## src/rtl/ssp_frame_ctrl.sv

```systemverilog
// ----------------------------------------------------------------------------
// ssp_frame_ctrl
//
// Frame sequencer for a simple synchronous serial port. It pops one word from
// the transmit FIFO and sends a frame-sync pulse, then shifts DW bits out MSB
// first while it samples DW bits in. It then pushes the received word into the
// receive FIFO. The serial clock runs at pclk/2 and only during a frame.
//
// Optional feature (compile-time macro): SSP_LOOPBACK_EN
//   When defined, the input i_lbm is added. With i_lbm=1 the receive path
//   samples the internal transmit bit, the ssptxd pin is driven low and the
//   pad output enable stays inactive. When the macro is undefined, received
//   bits always come from i_ssprxd.
//
// Ports
//   i_pclk        sole clock, rising edge
//   i_clear_b     synchronous, active-high reset
//   i_tx_empty    transmit FIFO empty
//   i_tx_data     transmit FIFO head word (valid when i_tx_empty=0)
//   o_tx_pop      one-cycle pop strobe to the transmit FIFO
//   i_rx_full     receive FIFO cannot accept a word
//   o_rx_push     one-cycle push strobe to the receive FIFO
//   o_rx_data     received word; holds the last pushed word between pushes
//   i_ssprxd      serial receive data
//   i_lbm         loopback mode select (only with SSP_LOOPBACK_EN)
//   o_sspclkout   serial clock, pclk/2 during a frame, 0 otherwise
//   o_sspfssout   frame sync, high for one serial-clock period before the MSB
//   o_ssptxd      serial transmit data, MSB first
//   o_sspoe_b     active-low pad output enable
//   o_busy        high whenever the sequencer is not idle
// ----------------------------------------------------------------------------
module ssp_frame_ctrl #(
    parameter int unsigned DW = 8
) (
    input  logic          i_pclk,
    input  logic          i_clear_b,
    input  logic          i_tx_empty,
    input  logic [DW-1:0] i_tx_data,
    output logic          o_tx_pop,
    input  logic          i_rx_full,
    output logic          o_rx_push,
    output logic [DW-1:0] o_rx_data,
    input  logic          i_ssprxd,
`ifdef SSP_LOOPBACK_EN
    input  logic          i_lbm,
`endif
    output logic          o_sspclkout,
    output logic          o_sspfssout,
    output logic          o_ssptxd,
    output logic          o_sspoe_b,
    output logic          o_busy
);

    localparam int unsigned CW = (DW > 1) ? $clog2(DW) : 1;

    typedef enum logic [1:0] {
        StIdle  = 2'd0,
        StFrame = 2'd1,
        StShift = 2'd2,
        StPush  = 2'd3
    } state_e;

    state_e          r_state;
    logic            r_ph;        // serial-clock phase: 0 = low half, 1 = high half
    logic [CW-1:0]   r_bit_cnt;
    logic [DW-1:0]   r_tx_sr;
    logic [DW-1:0]   r_rx_sr;
    logic [DW-1:0]   r_rx_hold;   // last word actually pushed

    logic            w_lbm;
    logic            w_active;
    logic            w_txd_int;
    logic            w_rx_bit;
    logic            w_tx_pop;
    logic            w_rx_push;
    logic            w_last_bit;

`ifdef SSP_LOOPBACK_EN
    assign w_lbm = i_lbm;
`else
    assign w_lbm = 1'b0;
`endif

    // ------------------------------------------------------------------------
    // Strobes. They are combinational so that the FIFO handshake completes in
    // the same cycle that the sequencer decides to start or finish a word.
    // Reset masks both strobes, so a word cannot be lost while clear_b is high.
    // ------------------------------------------------------------------------
    always_comb begin
        w_tx_pop  = 1'b0;
        w_rx_push = 1'b0;
        if (!i_clear_b) begin
            unique case (r_state)
                StIdle: begin
                    w_tx_pop = ~i_tx_empty;
                end
                StPush: begin
                    w_rx_push = ~i_rx_full;
                    w_tx_pop  = ~i_rx_full & ~i_tx_empty;
                end
                default: begin
                    w_tx_pop  = 1'b0;
                    w_rx_push = 1'b0;
                end
            endcase
        end
    end

    assign w_active   = (r_state == StFrame) || (r_state == StShift);
    assign w_txd_int  = (r_state == StShift) ? r_tx_sr[DW-1] : 1'b0;
    assign w_rx_bit   = w_lbm ? w_txd_int : i_ssprxd;
    assign w_last_bit = (r_bit_cnt == CW'(DW - 1));

    // ------------------------------------------------------------------------
    // Sequencer: state, phase, bit counter and both shift registers.
    // ------------------------------------------------------------------------
    always_ff @(posedge i_pclk) begin
        if (i_clear_b) begin
            r_state   <= StIdle;
            r_ph      <= 1'b0;
            r_bit_cnt <= '0;
            r_tx_sr   <= '0;
            r_rx_sr   <= '0;
            r_rx_hold <= '0;
        end else begin
            unique case (r_state)
                StIdle: begin
                    if (w_tx_pop) begin
                        r_tx_sr <= i_tx_data;
                        r_ph    <= 1'b0;
                        r_state <= StFrame;
                    end
                end

                // One serial-clock period of frame sync before the MSB.
                StFrame: begin
                    r_ph <= ~r_ph;
                    if (r_ph) begin
                        r_bit_cnt <= '0;
                        r_state   <= StShift;
                    end
                end

                // Sample on the rising serial-clock edge and shift out on the
                // falling one. The next bit is on the pin for the whole low half.
                StShift: begin
                    r_ph <= ~r_ph;
                    if (!r_ph) begin
                        r_rx_sr <= {r_rx_sr[DW-2:0], w_rx_bit};
                    end else begin
                        r_tx_sr   <= {r_tx_sr[DW-2:0], 1'b0};
                        r_bit_cnt <= r_bit_cnt + CW'(1);
                        if (w_last_bit) begin
                            r_state <= StPush;
                        end
                    end
                end

                // Wait here until the receive FIFO has room. The pop for the
                // next word can share the push cycle, so words follow back to back.
                StPush: begin
                    if (w_rx_push) begin
                        r_rx_hold <= r_rx_sr;
                        if (w_tx_pop) begin
                            r_tx_sr <= i_tx_data;
                            r_ph    <= 1'b0;
                            r_state <= StFrame;
                        end else begin
                            r_state <= StIdle;
                        end
                    end
                end

                default: begin
                    r_state <= StIdle;
                end
            endcase
        end
    end

    // ------------------------------------------------------------------------
    // Outputs, decoded from registered state only (except the FIFO strobes).
    // ------------------------------------------------------------------------
    assign o_tx_pop    = w_tx_pop;
    assign o_rx_push   = w_rx_push;
    // The new word appears with its push strobe, then stays in r_rx_hold.
    assign o_rx_data   = w_rx_push ? r_rx_sr : r_rx_hold;
    assign o_sspclkout = w_active & r_ph;
    assign o_sspfssout = (r_state == StFrame);
    assign o_ssptxd    = w_lbm ? 1'b0 : w_txd_int;
    assign o_sspoe_b   = ~w_active | w_lbm;
    assign o_busy      = (r_state != StIdle);

endmodule

```

## config.mk

```make
export PLATFORM = sky130hd
export DESIGN_NAME = ssp_frame_ctrl
export DESIGN_NICKNAME = d
export VERILOG_FILES = /design/src/rtl/ssp_frame_ctrl.sv
export SDC_FILE = /design/constraint.sdc
export NUM_CORES = 1
export LEC_CHECK = 0
export CAP_MARGIN = 20
export CORE_ASPECT_RATIO = 1.75
export CORE_UTILIZATION = 40
export CTS_CLUSTER_SIZE = 20
export DETAILED_ROUTE_END_ITERATION = 7
export GPL_TIMING_DRIVEN = 1
export SLEW_MARGIN = 20
export SYNTH_ARGS = -nofsm -noshare
export SYNTH_HDL_FRONTEND = slang
export SYNTH_SLANG_ARGS = --single-unit
export TNS_END_PERCENT = 10
```

## constraint.sdc

```tcl
create_clock -name i_pclk -period 2.85 [get_ports i_pclk]
set_clock_uncertainty 0.2 [all_clocks]
set_input_delay 0.57 -clock i_pclk [delete_from_list [all_inputs] [get_ports i_pclk]]
set_output_delay 0.57 -clock i_pclk [all_outputs]
set_load 0.01 [all_outputs]
```

Yosys cells after proc, flatten, opt, wreduce, memory -nomap -nowiden
Cells that the tools add are included.
Word-level totals
  register bits: 30
  input port bits: 13
  output and inout port bits: 15
  word-level logic and storage cells: 55
Cells by class
  add/subtract/negate cells: 1
  equal/unequal tests: 9
  multiplexer cells: 23
  bitwise gates (word level): 6
  reduce and logical (&&, ||, !) cells: 10
Operator list (number)
  $mux W8: 4
  $pmux W8 S3: 1
  $mux W2: 5
  $ne A2 B2 Y1 const B: 4
  $pmux W2 S4: 1
  $mux W1: 7
  $mux W3: 2
  $pmux W3 S2: 1
  $reduce_and A3 Y1: 2
  $reduce_and A5 Y1: 1
  $eq A2 B2 Y1 const B: 2
  $not A1 Y1: 4
  $reduce_bool A2 Y1: 2
  $add A3 B1 Y3 const B: 1
  $eq A3 B3 Y1 const B: 1
  $pmux W1 S3: 1
  $reduce_bool A3 Y1: 1
  $and A1 B1 Y1: 2
  $eq A2 B1 Y1 const B: 1
  $logic_not A2 Y1: 1
  $ne A2 B1 Y1 const B: 1
  $pmux W1 S2: 1
  $reduce_and A2 Y1: 1
  $reduce_or A2 Y1: 1
  $logic_or A1 B1 Y1: 1

Logic depth before layout (Yosys ltp)
Gate-level depths: netlist of the first run.
  word-level depth: 7
  depth in mapped cells: 8
  mapped depth without buffers: 6

Least setup slack after synthesis of the first run
No wires, ideal clock.
  path type: input to output
  start: input port i_clear_b
  end: output port o_rx_data[0]
  data arrival time: 1.648 ns
  data required time: 2.080 ns
  setup slack: 0.432 ns
  stages: 4
  buffers on the path: 2
  cell sequence: buf_6 > or3b_4 > clkbuf_1 > mux2_2
On the way
  longest elaborated chain between the ends: 2
RTL lines
  from (decl): line 36  | input logic i_clear_b,
  $mux W1: line 92  | if (!i_clear_b) begin
  $mux W8
  to (decl): line 42  | output logic [DW-1:0] o_rx_data,
Every way passes these cells.

Worst setup path in the final report of the first run
  start: register r_state[1]
  end: output port o_tx_pop
On the way
  longest elaborated chain between the ends: 3
  elaborated cells on any way between the ends: 4
  those cells by class: eq/ne: 1; mux: 2; reduce/logical: 1
RTL lines
  from (decl): line 63  | state_e r_state;
  from (signal assigned): line 119  | r_state <= StIdle;
  from (signal assigned): line 131  | r_state <= StFrame;
  from (signal assigned): line 140  | r_state <= StShift;
  $eq A2 B2 Y1 / $logic_not A2 Y1 (equally long branches): line 93  | unique case (r_state)
  $pmux W1 S2 *: line 93
  $mux W1 *: line 92
  to (decl): line 39  | output logic o_tx_pop,
Mark *: on every way between the ends. The rest lies on a longest branch, timed or not.

==> results of run 1 <==
final cells by class:
type | instances | area share [%]
Sequential cell | 30 | 31.00
Clock inverter | 1 | 0.2572
Timing Repair Buffer | 36 | 16.98
Inverter | 7 | 1.350
Tap cell | 46 | 2.958
Multi-Input combinational cell | 116 | 43.02
Clock buffer | 7 | 4.437
registers in the layout, summed over array words and instances (netlist names):
| signal | count |
|---|---|
| r_rx_hold | 8 |
| r_rx_sr | 8 |
| r_tx_sr | 8 |
| r_bit_cnt | 3 |
| r_state | 2 |
| r_ph | 1 |
per-layer routing:
layer  GRT usage [%]  vias up  routed length, um
met2           32.61       27               1895
met3           5.652        6                124
met1           17.62      566               1134
met5               0        -                  0
li1                -      613                  -
met4           7.828        0                 70
Yosys cell counts, types with 3 or more instances:
| cell | number |
|---|---|
| nand2_1 | 33 |
| dfxtp_1 | 30 |
| mux2_2 | 15 |
| and2_1 | 11 |
| a21oi_1 | 10 |
| ha_1 | 9 |
| mux2i_1 | 9 |
| clkbuf_1 | 7 |
| inv_1 | 7 |
| nor2_1 | 6 |
| o21ai_0 | 3 |
repair_timing:
action	4_1_cts	5_1_grt
pin swaps	1	1
hold endpoints to repair	0	0
gates cloned	0	1
setup endpoints to repair	10	9
gates resized for setup	10	7
report_power, final:
| part | switching, mW | leakage (nW) | internal [mW] | total [mW] |
|---|---|---|---|---|
| registers | 0.0478 | 0.243 | 0.469 | 0.517 |
| clock network | 0.151 | 0.0482 | 0.194 | 0.346 |
| logic | 0.290 | 0.581 | 0.306 | 0.596 |
per-stage QoR:
stage                     power [mW]  worst slack [ns]
after floorplan               0.9086            0.4322
after global placement         1.099           -0.2117
after detailed placement       1.122           -0.2362
after CTS                      1.469          0.001647
after global routing           1.562           0.04869
final                          1.459            0.1723
worst max-delay path: cells and delay by family (launching register included):
family | cells | cell delay, ns
buf+inv | 2 | 0.38
flops | 1 | 0.37
simple gates | 1 | 0.42
compound gates | 1 | 0.15
fa+ha+maj | 1 | 0.31
cells by family (layout without fill, tap and decap cells):
logic type | count (synthesis) | after routing | synth area share (%)
and+or+nand+nor | 58 | 59 | 17.78
DFF | 30 | 30 | 40.07
AOI/OAI and AO/OA | 24 | 24 | 12.10
buffers and inverters | 17 | 51 | 5.259
adders and majority gates | 9 | 9 | 7.513
muxes | 24 | 24 | 17.28
worst min path at each step:
stage                     slack [ns]  depth (start not counted)    endpoint        from
after global routing            0.28                          2  r_tx_sr[6]  r_tx_sr[6]
after CTS                       0.26                          2  r_rx_sr[7]  r_rx_sr[7]
final                           0.26                          2  r_rx_sr[7]  r_rx_sr[7]
after global placement          0.24                          2  r_tx_sr[1]  r_tx_sr[1]
after floorplan                 0.23                          2  r_rx_sr[7]  r_rx_sr[7]
after detailed placement        0.25                          2  r_rx_sr[7]  r_rx_sr[7]
==> flow_results.xml, run 1 <==
<?xml version="1.0" encoding="UTF-8"?>
<metrics>
  <group name="setup_path">
    <metric name="critical_path.endpoint" unit="">o_tx_pop</metric>
    <metric name="r2r_startpoint" unit="">r_state[1]</metric>
    <metric name="crit_path_start_kind" unit="">flop</metric>
    <metric name="arrival" unit="ns">1.91</metric>
    <metric name="reg2regPathDepth" unit="">7</metric>
    <metric name="rrSetupSlack" unit="ns">0.27</metric>
    <metric name="setup.worst_path.start" unit="">r_state[1]</metric>
    <metric name="crit_chain" unit="">inv_1 &gt; ha_1 &gt; or3_1 &gt; a21oi_2 &gt; dlygate4sd2_1</metric>
    <metric name="crit-reg2reg-capture" unit="">r_tx_sr[3]</metric>
    <metric name="type_of_the_setup_path_with_the_least_slack" unit="">flop to output pin</metric>
    <metric name="crit_path_max_fanout" unit="">6</metric>
    <metric name="crit_path_max_incr_delay" unit="ns">0.42</metric>
    <metric name="critical_path.endpoint_type" unit="">output pin</metric>
    <metric name="cpMaxStageDelayCell" unit="">or3_1</metric>
    <metric name="worst_ep_required" unit="ns">2.08</metric>
  </group>
  <group name="layout">
    <metric name="final-seq-area" unit="sq um">603.1</metric>
    <metric name="multi_input_comb_area" unit="sq um">837.1</metric>
    <metric name="fin_nets" unit="">218</metric>
    <metric name="finalCoreUtilization" unit="%">54.16</metric>
    <metric name="areaGrowthSynthToFinish" unit="%">29.80</metric>
    <metric name="final_cell_mix" unit="">nand2_1 (33), dfxtp_1 (28), mux2_2 (15), clkdlybuf4s50_1 (15), and2_1 (11)</metric>
    <metric name="fin_area" unit="sq um">1946</metric>
    <metric name="final_cells" unit="">243</metric>
    <metric name="insertedDiodeCount" unit="">0</metric>
    <metric name="post_route_cells_drive_above_1_share" unit="%">19.80</metric>
    <metric name="nFillCells" unit="">340</metric>
    <metric name="layout_commonest_cell" unit="">nand2_1</metric>
  </group>
  <group name="power_and_ir_drop">
    <metric name="power-per-cell-area" unit="nW/um^2">750.0</metric>
    <metric name="vdd.ir_drop.worst" unit="uV">411.1</metric>
    <metric name="p_leak" unit="nW">0.8727</metric>
  </group>
  <group name="route">
    <metric name="detailroute.via_count" unit="">1212</metric>
    <metric name="vias_per_cell" unit="">4.988</metric>
    <metric name="total_iterations_of_the_first_detailed_routing_run" unit="">4</metric>
    <metric name="drt-initial-drc-count" unit="">14</metric>
    <metric name="wl_per_cell" unit="um">13.27</metric>
    <metric name="drt_wl_total" unit="mm">3.225</metric>
    <metric name="ant_nets" unit="">0</metric>
    <metric name="drc_errors" unit="">0</metric>
  </group>
  <group name="grt">
    <metric name="vias_in_the_first_global_route" unit="">1241</metric>
    <metric name="gr-total-overflow" unit="">0</metric>
    <metric name="initial_antenna_violation_count" unit="">0</metric>
    <metric name="grt_pass1_wl" unit="mm">5.299</metric>
    <metric name="grt.total_usage" unit="%">18.40</metric>
    <metric name="largest_net_degree_at_the_start_of_global_routing" unit="">26</metric>
  </group>
  <group name="synth">
    <metric name="synth_area_per_cell" unit="sq um">9.253</metric>
    <metric name="synth-async-reset-ratio" unit="%">0</metric>
    <metric name="synth_ff_type" unit="">dfxtp_1</metric>
    <metric name="postSynthNetCount" unit="">184</metric>
    <metric name="yosysWarningCount" unit="">0</metric>
    <metric name="yosysTopAreaCellShare" unit="%">40.07</metric>
    <metric name="mappedNetlistArea" unit="sq um">1499</metric>
    <metric name="gate_count_post_synth" unit="">162</metric>
    <metric name="yosysUniqueCellTypes" unit="">28</metric>
    <metric name="edff_count_synth" unit="">0</metric>
    <metric name="yosys-top-cells-area" unit="">dfxtp_1 (40%), mux2_2 (11%), nand2_1 (8.3%)</metric>
    <metric name="postSynthRegisterBits" unit="">30</metric>
    <metric name="netlist.top_cell.by_area" unit="">dfxtp_1</metric>
    <metric name="synth_seq_area_share" unit="%">40.07</metric>
  </group>
  <group name="status">
    <metric name="run_status" unit="">finished, final reports clean</metric>
  </group>
  <group name="cts">
    <metric name="cts-buffers-inserted" unit="">5</metric>
    <metric name="clock_latency" unit="ns">0.28</metric>
    <metric name="tritoncts" unit="">built</metric>
    <metric name="count_of_clock_tree_sinks" unit="">30</metric>
    <metric name="post-cts-setup-buffer-count" unit="">0</metric>
    <metric name="root_buffer" unit="">clkbuf_8</metric>
    <metric name="htree_levels" unit="">2</metric>
    <metric name="max-clock-path-buffers" unit="">2</metric>
    <metric name="clk_pin_slew_worst_paths" unit="ns">0.06</metric>
    <metric name="holdBufCountCts" unit="">0</metric>
  </group>
  <group name="place">
    <metric name="portBuffers" unit="">27</metric>
    <metric name="dp_hpwl" unit="mm">2.390</metric>
    <metric name="placed_cell_area" unit="sq um">1842</metric>
    <metric name="place_congestion" unit="">0.7440</metric>
    <metric name="placedCellCount" unit="">234</metric>
  </group>
  <group name="floorplan">
    <metric name="placeableCoreArea" unit="sq um">3592</metric>
    <metric name="dieWidth" unit="um">48.28</metric>
    <metric name="die_area" unit="sq um">4006</metric>
    <metric name="core.rowCount" unit="">29</metric>
    <metric name="initial_core_util" unit="%">41.73</metric>
    <metric name="num_io_pins" unit="">28</metric>
    <metric name="die-height" unit="um">82.98</metric>
  </group>
  <group name="sta">
    <metric name="max_clk_rate" unit="MHz">373.5</metric>
    <metric name="worst_slew_margin_rel" unit="%">54.69</metric>
    <metric name="tightestPinTransition" unit="ns">0.6788</metric>
    <metric name="grt_setup_unrepaired" unit="">false</metric>
    <metric name="finalHoldViolCount" unit="">0</metric>
    <metric name="fin_worst_hold_slack" unit="ns">0.2564</metric>
    <metric name="final_period_minus_worst_setup_slack" unit="ns">2.678</metric>
    <metric name="timing.setup.tns" unit="ns">0</metric>
    <metric name="setup_violations" unit="">0</metric>
    <metric name="drv_slew" unit="">0</metric>
    <metric name="final.period_utilization" unit="%">93.95</metric>
  </group>
  <group name="flow_run">
    <metric name="max_capacitance_violation_count" unit="">0</metric>
  </group>
  <group name="min_path">
    <metric name="hold_path.class" unit="">flop to flop</metric>
  </group>
</metrics>
No activity file was read; power rests on OpenSTA's default activity.
==> inputs of run 2 (changes only) <==
Settings changed: CORE_MARGIN set to 4.
==> run 2 against run 1 <==
Compared with the run above:
- non-clock buffer count rose by 1
- via count increased by 1.2%
- die area is 21% higher
- register-to-register slack improved by 0.13 ns
- critical path depth shrank 1
- global-route usage fell by 4.1 points
- combinational power down 1%
- clock-buffer cell count fell by 1
- power up 12%
==> flow_results.xml, run 2 (synthesis gave the netlist of run 1 again) <==
<?xml version="1.0" encoding="UTF-8"?>
<metrics>
  <group name="sta">
    <metric name="final.period_utilization" unit="%">96.89</metric>
    <metric name="finalHoldViolCount" unit="">0</metric>
    <metric name="setup_violations" unit="">0</metric>
    <metric name="drv_slew" unit="">0</metric>
    <metric name="timing.setup.tns" unit="ns">0</metric>
    <metric name="worst_slew_margin_rel" unit="%">62.82</metric>
    <metric name="grt_setup_unrepaired" unit="">false</metric>
    <metric name="final.setup.worst_slack" unit="ns">0.08866</metric>
    <metric name="fin_worst_hold_slack" unit="ns">0.2618</metric>
    <metric name="final_period_minus_worst_setup_slack" unit="ns">2.761</metric>
    <metric name="max_clk_rate" unit="MHz">362.1</metric>
    <metric name="tightestPinTransition" unit="ns">0.5557</metric>
  </group>
  <group name="layout">
    <metric name="final_cells" unit="">244</metric>
    <metric name="fin_area" unit="sq um">1997</metric>
    <metric name="nFillCells" unit="">359</metric>
    <metric name="post_route_cells_drive_above_1_share" unit="%">19.19</metric>
    <metric name="layout_commonest_cell" unit="">nand2_1</metric>
    <metric name="final_cell_mix" unit="">nand2_1 (33), dfxtp_1 (29), mux2_2 (15), clkdlybuf4s50_1 (15), and2_1 (11)</metric>
    <metric name="reg_top3" unit="">r_rx_hold: 8 flops, r_rx_sr: 8 flops, r_tx_sr: 8 flops</metric>
    <metric name="fin_nets" unit="">219</metric>
    <metric name="areaGrowthSynthToFinish" unit="%">33.22</metric>
    <metric name="insertedDiodeCount" unit="">0</metric>
  </group>
  <group name="setup_path">
    <metric name="worst_ep_required" unit="ns">2.08</metric>
    <metric name="reg2regPathDepth" unit="">6</metric>
    <metric name="critical_path.endpoint_type" unit="">output pin</metric>
    <metric name="crit_path_max_incr_delay" unit="ns">0.45</metric>
    <metric name="cpMaxStageDelayCell" unit="">or3b_4</metric>
    <metric name="cp_num_buf_inv" unit="">1</metric>
    <metric name="critPathTopFamily" unit="">simple AND/OR/NAND/NOR gates</metric>
    <metric name="crit_chain" unit="">ha_1 &gt; or3b_4 &gt; mux2_2 &gt; dlygate4sd2_1</metric>
    <metric name="arrival" unit="ns">1.99</metric>
    <metric name="r2r_startpoint" unit="">r_state[0]</metric>
    <metric name="crit_path_start_kind" unit="">flop</metric>
    <metric name="crit-reg2reg-capture" unit="">r_tx_sr[3]</metric>
    <metric name="rrSetupSlack" unit="ns">0.40</metric>
    <metric name="crit_path_max_fanout" unit="">5</metric>
    <metric name="type_of_the_setup_path_with_the_least_slack" unit="">flop to output pin</metric>
  </group>
  <group name="route">
    <metric name="drt_wl_total" unit="mm">3.178</metric>
    <metric name="drt-initial-drc-count" unit="">15</metric>
    <metric name="vias_per_cell" unit="">5.025</metric>
    <metric name="ant_nets" unit="">0</metric>
    <metric name="detailroute.via_count" unit="">1226</metric>
    <metric name="drc_errors" unit="">0</metric>
    <metric name="wl_per_cell" unit="um">13.02</metric>
    <metric name="total_iterations_of_the_first_detailed_routing_run" unit="">4</metric>
  </group>
  <group name="cts">
    <metric name="htree_levels" unit="">2</metric>
    <metric name="root_buffer" unit="">clkbuf_8</metric>
    <metric name="post-cts-setup-buffer-count" unit="">0</metric>
    <metric name="clk_pin_slew_worst_paths" unit="ns">0.07</metric>
    <metric name="count_of_clock_tree_sinks" unit="">30</metric>
    <metric name="max-clock-path-buffers" unit="">2</metric>
    <metric name="tritoncts" unit="">built</metric>
    <metric name="cts-buffers-inserted" unit="">5</metric>
    <metric name="clock_latency" unit="ns">0.28</metric>
  </group>
  <group name="place">
    <metric name="placedCellCount" unit="">235</metric>
    <metric name="placement.setup.worst_slack" unit="ns">-0.2086</metric>
    <metric name="portBuffers" unit="">27</metric>
    <metric name="placed_cell_area" unit="sq um">1849</metric>
    <metric name="place_congestion" unit="">0.7905</metric>
    <metric name="dp_hpwl" unit="mm">2.355</metric>
  </group>
  <group name="grt">
    <metric name="vias_in_the_first_global_route" unit="">1179</metric>
    <metric name="grt.total_usage" unit="%">14.30</metric>
    <metric name="largest_net_degree_at_the_start_of_global_routing" unit="">17</metric>
    <metric name="initial_antenna_violation_count" unit="">0</metric>
    <metric name="gr-total-overflow" unit="">0</metric>
    <metric name="grt_pass1_wl" unit="mm">5.037</metric>
  </group>
  <group name="min_path">
    <metric name="min_path_cells" unit="">2</metric>
    <metric name="worst_hold_startpoint" unit="">r_tx_sr[4]</metric>
    <metric name="hold_end" unit="">r_tx_sr[4]</metric>
    <metric name="hold_path.class" unit="">flop to flop</metric>
  </group>
  <group name="power_and_ir_drop">
    <metric name="comb_power_share" unit="%">36.0</metric>
    <metric name="power.sequential.fraction" unit="%">31.5</metric>
    <metric name="vdd.ir_drop.worst" unit="uV">524.4</metric>
    <metric name="p_int" unit="mW">1.142</metric>
    <metric name="p_leak" unit="nW">0.9036</metric>
    <metric name="power-per-cell-area" unit="nW/um^2">820.4</metric>
    <metric name="netSwitchingFraction" unit="%">30.26</metric>
    <metric name="power.net_switching" unit="mW">0.4958</metric>
    <metric name="pwr-share-clk" unit="%">32.5</metric>
  </group>
  <group name="floorplan">
    <metric name="die_area" unit="sq um">4829</metric>
    <metric name="die-height" unit="um">88.98</metric>
    <metric name="dieWidth" unit="um">54.28</metric>
    <metric name="initial_core_util" unit="%">41.31</metric>
    <metric name="placeableCoreArea" unit="sq um">3628</metric>
    <metric name="core.rowCount" unit="">29</metric>
    <metric name="num_io_pins" unit="">28</metric>
  </group>
  <group name="flow_run">
    <metric name="max_capacitance_violation_count" unit="">0</metric>
  </group>
  <group name="status">
    <metric name="run_status" unit="">finished, final reports clean</metric>
  </group>
</metrics>
run 2: final cells by class:
type | count | area, sq um | area share (%)
inverter | 7 | 26.28 | 1.316
timing repair buffer | 37 | 337.8 | 16.92
sequential | 30 | 601.8 | 30.14
clock buffer | 6 | 82.58 | 4.135
tap | 46 | 57.56 | 2.882
multi-input combinational | 116 | 830.8 | 41.60
clock inverter | 2 | 60.06 | 3.008
run 2: repair_timing:
action	CTS	global route
endpoints found under the setup margin	10	9
hold buffers	0	0
pin swaps	1	1
gates cloned	0	1
gates resized for setup	10	4
run 2: power groups by stage:
stage	clock network, mW	registers, mW	logic, mW
6_report	0.533	0.516	0.590
5_1_grt	0.563	0.522	0.646
4_1_cts	0.545	0.513	0.593
3_5_place_dp	0	0.522	0.593
3_3_place_gp	0	0.517	0.583
2_1_floorplan	0	0.499	0.410
run 2: metal layers:
layer	global-route usage, %	vias to the layer above	part of all wire [%]
li1	-	617	-
met1	14.09	574	38
met2	25.52	28	55
met3	4.674	7	4.9
met4	7.256	0	2.0
met5	0	-	0
run 2: worst register-to-register path, cell delays in order, from the launching register on:
cell and delay, ns:
dfxtp_1 0.42, inv_1 0.09, ha_1 0.31, or3_1 0.39, a211o_1 0.31, a211o_1 0.44
mux2i_1 0.17
run 2: stage by stage:
step | utilization, % | power, mW
CTS | 54.55 | 1.651
detailed placement | 50.97 | 1.115
global placement | 50.97 | 1.100
finish | 55.03 | 1.638
global route | 55.03 | 1.731
floorplan | - | 0.9086
run 2: how the worst max path moves through the flow:
stage | startpoint | to | slack [ns] | cells past startpoint
4_1_cts | i_rx_full | o_rx_data[0] | -0.008 | 4
3_3_place_gp | i_clear_b | o_rx_data[1] | -0.20 | 4
2_1_floorplan | i_clear_b | o_rx_data[0] | 0.43 | 4
6_report | r_state[0] | o_rx_data[2] | 0.09 | 4
5_1_grt | r_state[0] | o_rx_data[0] | 0.01 | 4
3_5_place_dp | i_clear_b | o_rx_data[2] | -0.21 | 4
